**src/rtl/mem_port_arbiter.sv**
```systemverilog
// Arbiter sharing one single-ported unified memory between instruction fetch and the MEM stage.
// Define MISALIGN_TRAP_EN to trap misaligned half/word data accesses instead of issuing them.
module mem_port_arbiter #(
    parameter int ADDR_W       = 32,
    parameter int MEM_LAT      = 1,
    parameter int MAX_D_STREAK = 2
) (
    input  logic              clk,
    input  logic              rst_n,
    input  logic              if_req,
    input  logic [ADDR_W-1:0] if_addr,
    output logic [31:0]       if_rdata,
    output logic              if_valid,
    input  logic              d_req,
    input  logic              d_we,
    input  logic [1:0]        d_size,
    input  logic              d_unsigned,
    input  logic [ADDR_W-1:0] d_addr,
    input  logic [31:0]       d_wdata,
    output logic [31:0]       d_rdata,
    output logic              d_valid,
    output logic              d_fault,
    output logic              mem_en,
    output logic              mem_we,
    output logic [3:0]        mem_be,
    output logic [ADDR_W-1:0] mem_addr,
    output logic [31:0]       mem_wdata,
    input  logic [31:0]       mem_rdata
);

    typedef enum logic [1:0] {IDLE, ISSUE, WAIT, DONE} state_t;

    localparam logic [3:0] STREAK_MAX = 4'(MAX_D_STREAK);
    localparam logic [2:0] LAT_INIT   = 3'(MEM_LAT - 1);

    state_t            state_q;
    logic [3:0]        streak_q;
    logic [2:0]        latCnt_q;
    logic              grantData_q;
    logic              we_q;
    logic [1:0]        size_q;
    logic              unsigned_q;
    logic [1:0]        addrLo_q;
    logic [31:0]       ifRdata_q;
    logic              ifValid_q;
    logic [31:0]       dRdata_q;
    logic              dValid_q;
    logic              memEn_q;
    logic              memWe_q;
    logic [3:0]        memBe_q;
    logic [ADDR_W-1:0] memAddr_q;
    logic [31:0]       memWdata_q;

    logic              grant;
    logic              dataWins;
    logic              trapD;
    logic [3:0]        streakD;
    logic [3:0]        beD;
    logic [31:0]       wdataD;
    logic [ADDR_W-1:0] addrD;
    logic [31:0]       laneShifted;
    logic [15:0]       halfSel;
    logic [31:0]       loadD;
    logic              unusedIfLow;

    assign unusedIfLow = ^if_addr[1:0];

    // Data wins a tie unless it has already taken MAX_D_STREAK grants in a row over a waiting fetch.
    assign grant    = d_req | if_req;
    assign dataWins = d_req & ~(if_req & (streak_q == STREAK_MAX));
    assign addrD    = dataWins ? {d_addr[ADDR_W-1:2], 2'b00} : {if_addr[ADDR_W-1:2], 2'b00};

    always_comb begin
        streakD = streak_q;
        if (dataWins) begin
            if (if_req && streak_q != STREAK_MAX) begin
                streakD = streak_q + 4'd1;
            end
        end else if (if_req) begin
            streakD = '0;
        end
    end

    always_comb begin
        beD    = 4'b1111;
        wdataD = d_wdata;
        if (dataWins && d_we) begin
            case (d_size)
                2'b00: begin
                    beD    = 4'b0001 << d_addr[1:0];
                    wdataD = {4{d_wdata[7:0]}};
                end
                2'b01: begin
                    beD    = d_addr[1] ? 4'b1100 : 4'b0011;
                    wdataD = {2{d_wdata[15:0]}};
                end
                default: begin
                    beD    = 4'b1111;
                    wdataD = d_wdata;
                end
            endcase
        end
    end

`ifdef MISALIGN_TRAP_EN
    logic misalignD;
    logic dFault_q;

    always_comb begin
        misalignD = 1'b0;
        if (d_size == 2'b01) begin
            misalignD = d_addr[0];
        end else if (d_size[1]) begin
            misalignD = (d_addr[1:0] != 2'b00);
        end
    end

    assign trapD   = dataWins & misalignD;
    assign d_fault = dFault_q;
`else
    assign trapD   = 1'b0;
    assign d_fault = 1'b0;
`endif

    // Loads pick their lane out of the returned word and extend it.
    always_comb begin
        laneShifted = mem_rdata >> {addrLo_q, 3'b000};
        halfSel     = addrLo_q[1] ? mem_rdata[31:16] : mem_rdata[15:0];
        case (size_q)
            2'b00:   loadD = {{24{~unsigned_q & laneShifted[7]}}, laneShifted[7:0]};
            2'b01:   loadD = {{16{~unsigned_q & halfSel[15]}}, halfSel};
            default: loadD = mem_rdata;
        endcase
    end

    always_ff @(posedge clk or negedge rst_n) begin
        if (!rst_n) begin
            state_q     <= IDLE;
            streak_q    <= '0;
            latCnt_q    <= '0;
            grantData_q <= 1'b0;
            we_q        <= 1'b0;
            size_q      <= '0;
            unsigned_q  <= 1'b0;
            addrLo_q    <= '0;
            ifRdata_q   <= '0;
            ifValid_q   <= 1'b0;
            dRdata_q    <= '0;
            dValid_q    <= 1'b0;
            memEn_q     <= 1'b0;
            memWe_q     <= 1'b0;
            memBe_q     <= '0;
            memAddr_q   <= '0;
            memWdata_q  <= '0;
`ifdef MISALIGN_TRAP_EN
            dFault_q    <= 1'b0;
`endif
        end else begin
            case (state_q)
                IDLE: begin
                    if (grant) begin
                        grantData_q <= dataWins;
                        we_q        <= dataWins & d_we;
                        size_q      <= d_size;
                        unsigned_q  <= d_unsigned;
                        addrLo_q    <= dataWins ? d_addr[1:0] : 2'b00;
                        streak_q    <= streakD;
                        if (trapD) begin
                            state_q  <= DONE;
                            dValid_q <= 1'b1;
                            dRdata_q <= '0;
`ifdef MISALIGN_TRAP_EN
                            dFault_q <= 1'b1;
`endif
                        end else begin
                            state_q    <= ISSUE;
                            memEn_q    <= 1'b1;
                            memWe_q    <= dataWins & d_we;
                            memBe_q    <= beD;
                            memAddr_q  <= addrD;
                            memWdata_q <= wdataD;
                        end
                    end
                end
                ISSUE: begin
                    memEn_q <= 1'b0;
                    memWe_q <= 1'b0;
                    if (we_q) begin
                        state_q  <= DONE;
                        dValid_q <= 1'b1;
                    end else begin
                        state_q  <= WAIT;
                        latCnt_q <= LAT_INIT;
                    end
                end
                WAIT: begin
                    if (latCnt_q == 3'd0) begin
                        state_q <= DONE;
                        if (grantData_q) begin
                            dRdata_q <= loadD;
                            dValid_q <= 1'b1;
                        end else begin
                            ifRdata_q <= mem_rdata;
                            ifValid_q <= 1'b1;
                        end
                    end else begin
                        latCnt_q <= latCnt_q - 3'd1;
                    end
                end
                DONE: begin
                    state_q   <= IDLE;
                    ifValid_q <= 1'b0;
                    dValid_q  <= 1'b0;
`ifdef MISALIGN_TRAP_EN
                    dFault_q  <= 1'b0;
`endif
                end
                default: state_q <= IDLE;
            endcase
        end
    end

    assign if_rdata  = ifRdata_q;
    assign if_valid  = ifValid_q;
    assign d_rdata   = dRdata_q;
    assign d_valid   = dValid_q;
    assign mem_en    = memEn_q;
    assign mem_we    = memWe_q;
    assign mem_be    = memBe_q;
    assign mem_addr  = memAddr_q;
    assign mem_wdata = memWdata_q;

endmodule

```
**config.mk**
```make
export PLATFORM = sky130hd
export DESIGN_NAME = mem_port_arbiter
export DESIGN_NICKNAME = d
export VERILOG_FILES = /design/src/rtl/mem_port_arbiter.sv
export SDC_FILE = /design/constraint.sdc
export NUM_CORES = 1
export LEC_CHECK = 0
export BUFFER_PORTS_ARGS = -buffer_cell sky130_fd_sc_hd__buf_2
export CORE_ASPECT_RATIO = 0.6
export CORE_UTILIZATION = 35
export CTS_CLUSTER_DIAMETER = 150
export DETAILED_ROUTE_END_ITERATION = 10
export SYNTH_ARGS = -nofsm -noshare
export SYNTH_HDL_FRONTEND = slang
export SYNTH_SLANG_ARGS = --single-unit
```
**constraint.sdc**
```tcl
create_clock -name clk -period 2.6 [get_ports clk]
set_clock_uncertainty 0.15 [all_clocks]
set_input_delay 0.39 -clock clk [delete_from_list [all_inputs] [get_ports clk]]
set_output_delay 0.39 -clock clk [all_outputs]
set_load 0.05 [all_outputs]
```
==> summary by stage <==
Run status
The flow ran to the end, and the final reports show no timing, DRC or antenna violations.

Floorplanning
The floorplan step defined a die boundary enclosing between 20,000 and 25,000 um^2. The total area inside the core boundary comes to just under 20,000 um^2. Row generation in the floorplan step produced 39 rows.

From left edge to right edge, the die measures roughly 190 um. The vertical extent of the die is around 110 um. The I/O pin total is between 200 and 300. The effective utilization at floorplan is 0.3651.

Worst setup path
By startpoint and endpoint, the worst setup path is classified as flop to flop. Along the worst path, the maximum fanout reaches 32. The critical path capture point type is a flop. The critical path's largest stage delay is approximately 0.4 ns. The cell count of the worst reg-to-reg path is 6. For this design, the slowest cell found on the critical path is sky130_fd_sc_hd__dfrtp_1. STA classifies the critical path startpoint as a flop. The required time at the worst-slack endpoint is between 2 and 3 ns. At the worst endpoint, the arrival time is 2.44 ns. The signal on the critical path passes through inv_1 > ha_1 > nor2b_1 > nor2b_4 > buf_12 > mux2_2.

GRT
The via count of the first global-routing pass came to about 6,000. The global-route wire length before repair is ~33,000 um. The maximum number of pins on one net before global-route repair is 70. The global route total overflow is 0.

The number of antenna violations at the first check in global routing is 0. The overall routing resource usage is 0.2115.

Routing
The post-detailed-route wirelength per cell is between 15 and 20 um. For this block, wires on met1 add up to 10,510 um. The routed design uses around 1600 um of met3 wire. In the routed layout, each cell is associated on average with a via count of about 5.0. Routed signal wires occupy layers up through met4. Detailed routing inserted a total of 6,219 vias. For this block, the routed nets add up to between 20,000 and 25,000 um of wire. In this run the remaining antenna-violating nets after routing total 0. The first routing iteration left between 400 and 500 violations. The pre-antenna-repair detailed-routing pass consisted of 5 iterations. After detailed routing, the number of remaining DRC violations is 0. The total met2 wirelength after detailed routing is around 8900 um.

Power
Of the total power, combinational logic draws 0.529. The power per unit of standard cell area is between 1500 and 2000 nW/um^2. Across the VDD grid, the largest voltage drop is between 0.9 and 1 mV. The part of the total power dissipated in the clock network is 0.192.

For this design the total switching power over the nets is around 7.4 mW. The cell internal power dissipation is 7.448 mW. Of the total power, the share spent switching nets is 0.4996.

Of the total power, registers draw 0.279. The cell leakage power is roughly 4.6 nW.

Place
OpenSTA, run right after detailed placement, puts the worst setup slack at 0.3448 ns. In this run the cell area measured after placement is approximately 8800 um^2. Summed over all nets, the half-perimeter wirelength after detailed placement is between 15,000 and 20,000 um. Routability-driven placement finished with a final weighted congestion of approximately 0.8. The number of port buffers is between 200 and 300.

Timing
The final critical path time including I/O delays and setup is 2.287 ns. Once routing completed, OpenROAD measured the worst setup slack at roughly 0.31 ns. In this run the tightest slew margin relative to its limit is 0.4928.

Setup violations remaining at the end of the flow were counted as 0. The setup TNS is 0 ns. The max-slew violation count is 0. Dividing the final minimum period by the clock period gives 0.8797. Setup repair after global routing left no endpoint under its margin. The transition time of the tightest slew-check pin is 0.7607 ns.

The number of hold violations in the final report was 0. The fmax is roughly 440 MHz.

Synth
By area the synthesized netlist is led by sky130_fd_sc_hd__dfrtp_1 (53%), sky130_fd_sc_hd__nand2_1 (8.4%), sky130_fd_sc_hd__mux2_2 (7.5%), sky130_fd_sc_hd__mux2i_1 (3.8%), sky130_fd_sc_hd__nand3_1 (3.0%). The synthesized design contains 0 enable-type register cells. The top cell type by total area after synthesis is sky130_fd_sc_hd__dfrtp_1. The number of flip-flops and latches in the synthesized netlist is 150. The fraction of registers with async set/reset is 1.000. For this run, the number of Yosys warnings is 0.

The netlist area before placement is 7091 um^2. sky130_fd_sc_hd__nand2_1 is the most common cell in the netlist. In this run, distinct cell masters in the synthesized netlist total 50. Synthesis produced a netlist whose cell count is slightly above 700. For this run, the leading register cell type out of synthesis is sky130_fd_sc_hd__dfrtp_1. Ranked by instance count, the synthesized netlist is headed by sky130_fd_sc_hd__nand2_1 (158), sky130_fd_sc_hd__dfrtp_1 (150), sky130_fd_sc_hd__nor2_1 (53). A synthesized cell averages around 9.9 um^2. The share of the synthesized area in the top cell type is 0.5294. Of the synthesized area, sequential elements account for 0.5294.

CTS
Buffers inserted to repair hold after CTS numbered 1. The number of gates resized after CTS was 0. The CTS tree is done. For this design, the sink count on the clock tree is 150. The number of setup buffers added after CTS is 0.

The H-tree generated during clock tree synthesis spans 4 levels. The number of CTS-inserted buffers is 17. The clock tree root driver cell is sky130_fd_sc_hd__clkbuf_16.

No sink is reached through more buffers than the 2 on the longest clock path. After clock tree synthesis, the clock-pin slew on the worst setup and hold paths is roughly 0.06 ns. For the worst-skew pair, the clock arrives at the later sink with an insertion delay of ~0.42 ns.

Finish
The antenna cell count is 0. The finished cells cover ~9500 um^2. The area growth from synthesis to layout is 33.51%.

Of the cells placed in the final design, the portion with a size suffix greater than 1 is 0.3828. The final net count is ~1,100.

Flow run
The count of maximum capacitance violations is 0.

Hold path
The class of the worst hold path is input port to flop. The worst hold path passes through 3 cells.
per-stage QoR:
stage | instances | hold WS (ns) | total power, mW | utilization
2_1_floorplan | 719 | -0.05559 | 9.989 | -
3_3_place_gp | 1223 | 0.08704 | 12.03 | 0.4523
3_5_place_dp | 1223 | 0.08667 | 12.10 | 0.4523
4_1_cts | 1256 | 0.02891 | 15.01 | 0.4874
5_1_grt | 1256 | 0.04241 | 15.73 | 0.4874
6_report | 1256 | 0.03952 | 14.88 | 0.4874
flip-flops by register name, summed over array words and instances, names as in the netlist, 3 cells and up:
name / count
d_rdata: 32
if_rdata: 32
latCnt_q: 3
mem_addr: 30
mem_be: 4
mem_wdata: 32
streak_q: 4
cells by family after synthesis:
| kind of cell | Yosys count | synth area share |
|---|---|---|
| adders and majority gates | 9 | 0.01588 |
| other | 1 | 0.0005289 |
| AOI/OAI and AO/OA | 132 | 0.1181 |
| DFF | 150 | 0.5294 |
| muxes | 76 | 0.1175 |
| and+or+nand+nor | 286 | 0.1761 |
| buffers and inverters | 63 | 0.04253 |
critical path, delay by kind of cell, from the launching register on:
| family | cells | cell delay, ns |
|---|---|---|
| muxes | 1 | 0.36 |
| and+or+nand+nor | 2 | 0.46 |
| DFF | 1 | 0.40 |
| adders and majority gates | 1 | 0.40 |
| buffers and inverters | 2 | 0.37 |
path summary, 6_finish.rpt:
| kind | from | end | slack (ns) |
|---|---|---|---|
| max in group asynchronous | rst_n | mem_addr[14] | 1.45 |
| worst min-delay path | d_unsigned | unsigned_q | 0.04 |
| min in group asynchronous | rst_n | mem_wdata[11] | 0.21 |
| worst max-delay path | state_q[0] | if_rdata[7] | 0.31 |
| worst min register to register | mem_wdata[5] | mem_wdata[5] | 0.32 |
| worst max register to register | state_q[0] | if_rdata[7] | 0.31 |
power groups by stage:
stage          Clock, mW  Combinational, mW  Sequential [mW]
2_1_floorplan          0               2.36             7.63
3_3_place_gp           0               7.88             4.15
3_5_place_dp           0               7.92             4.18
4_1_cts             2.91               7.93             4.16
5_1_grt             3.01               8.42             4.30
6_report            2.85               7.88             4.16
cell usage in the layout, fill, tap and decap left out, drive strengths merged, types with 2 or more instances in the layout:
cell	instances
a32o	2
o21ai	39
conb	3
clkinv	3
nand3	42
o21a	2
mux2i	27
a31oi	33
clkbuf	23
inv	11
mux2	48
a22oi	7
a2111oi	2
buf	290
nor3b	2
nand2b	4
dfrtp	150
bufinv	6
o31ai	8
a21oi	21
a22o	2
nor2b	4
ha	9
nand4	9
nor2	54
nor3	7
nand2	158
o22a	7
and2	2
layout make-up:
cell class,instances,area [um^2]
clock inverters,9,195.2
clock buffers,23,478.0
fillers,1933,9955
inverters,11,41.29
flip-flops and latches,150,3754
well taps,266,332.8
multi-input cells,506,3065
repair buffers,291,1600
per-layer routing:
layer,GRT usage,vias to the layer above
met1,0.3101,2979
met2,0.2995,218
met3,0.06619,22
li1,-,3000
met4,0.05355,0
met5,0,-
Note: power is estimated with default switching activity, not from simulation.
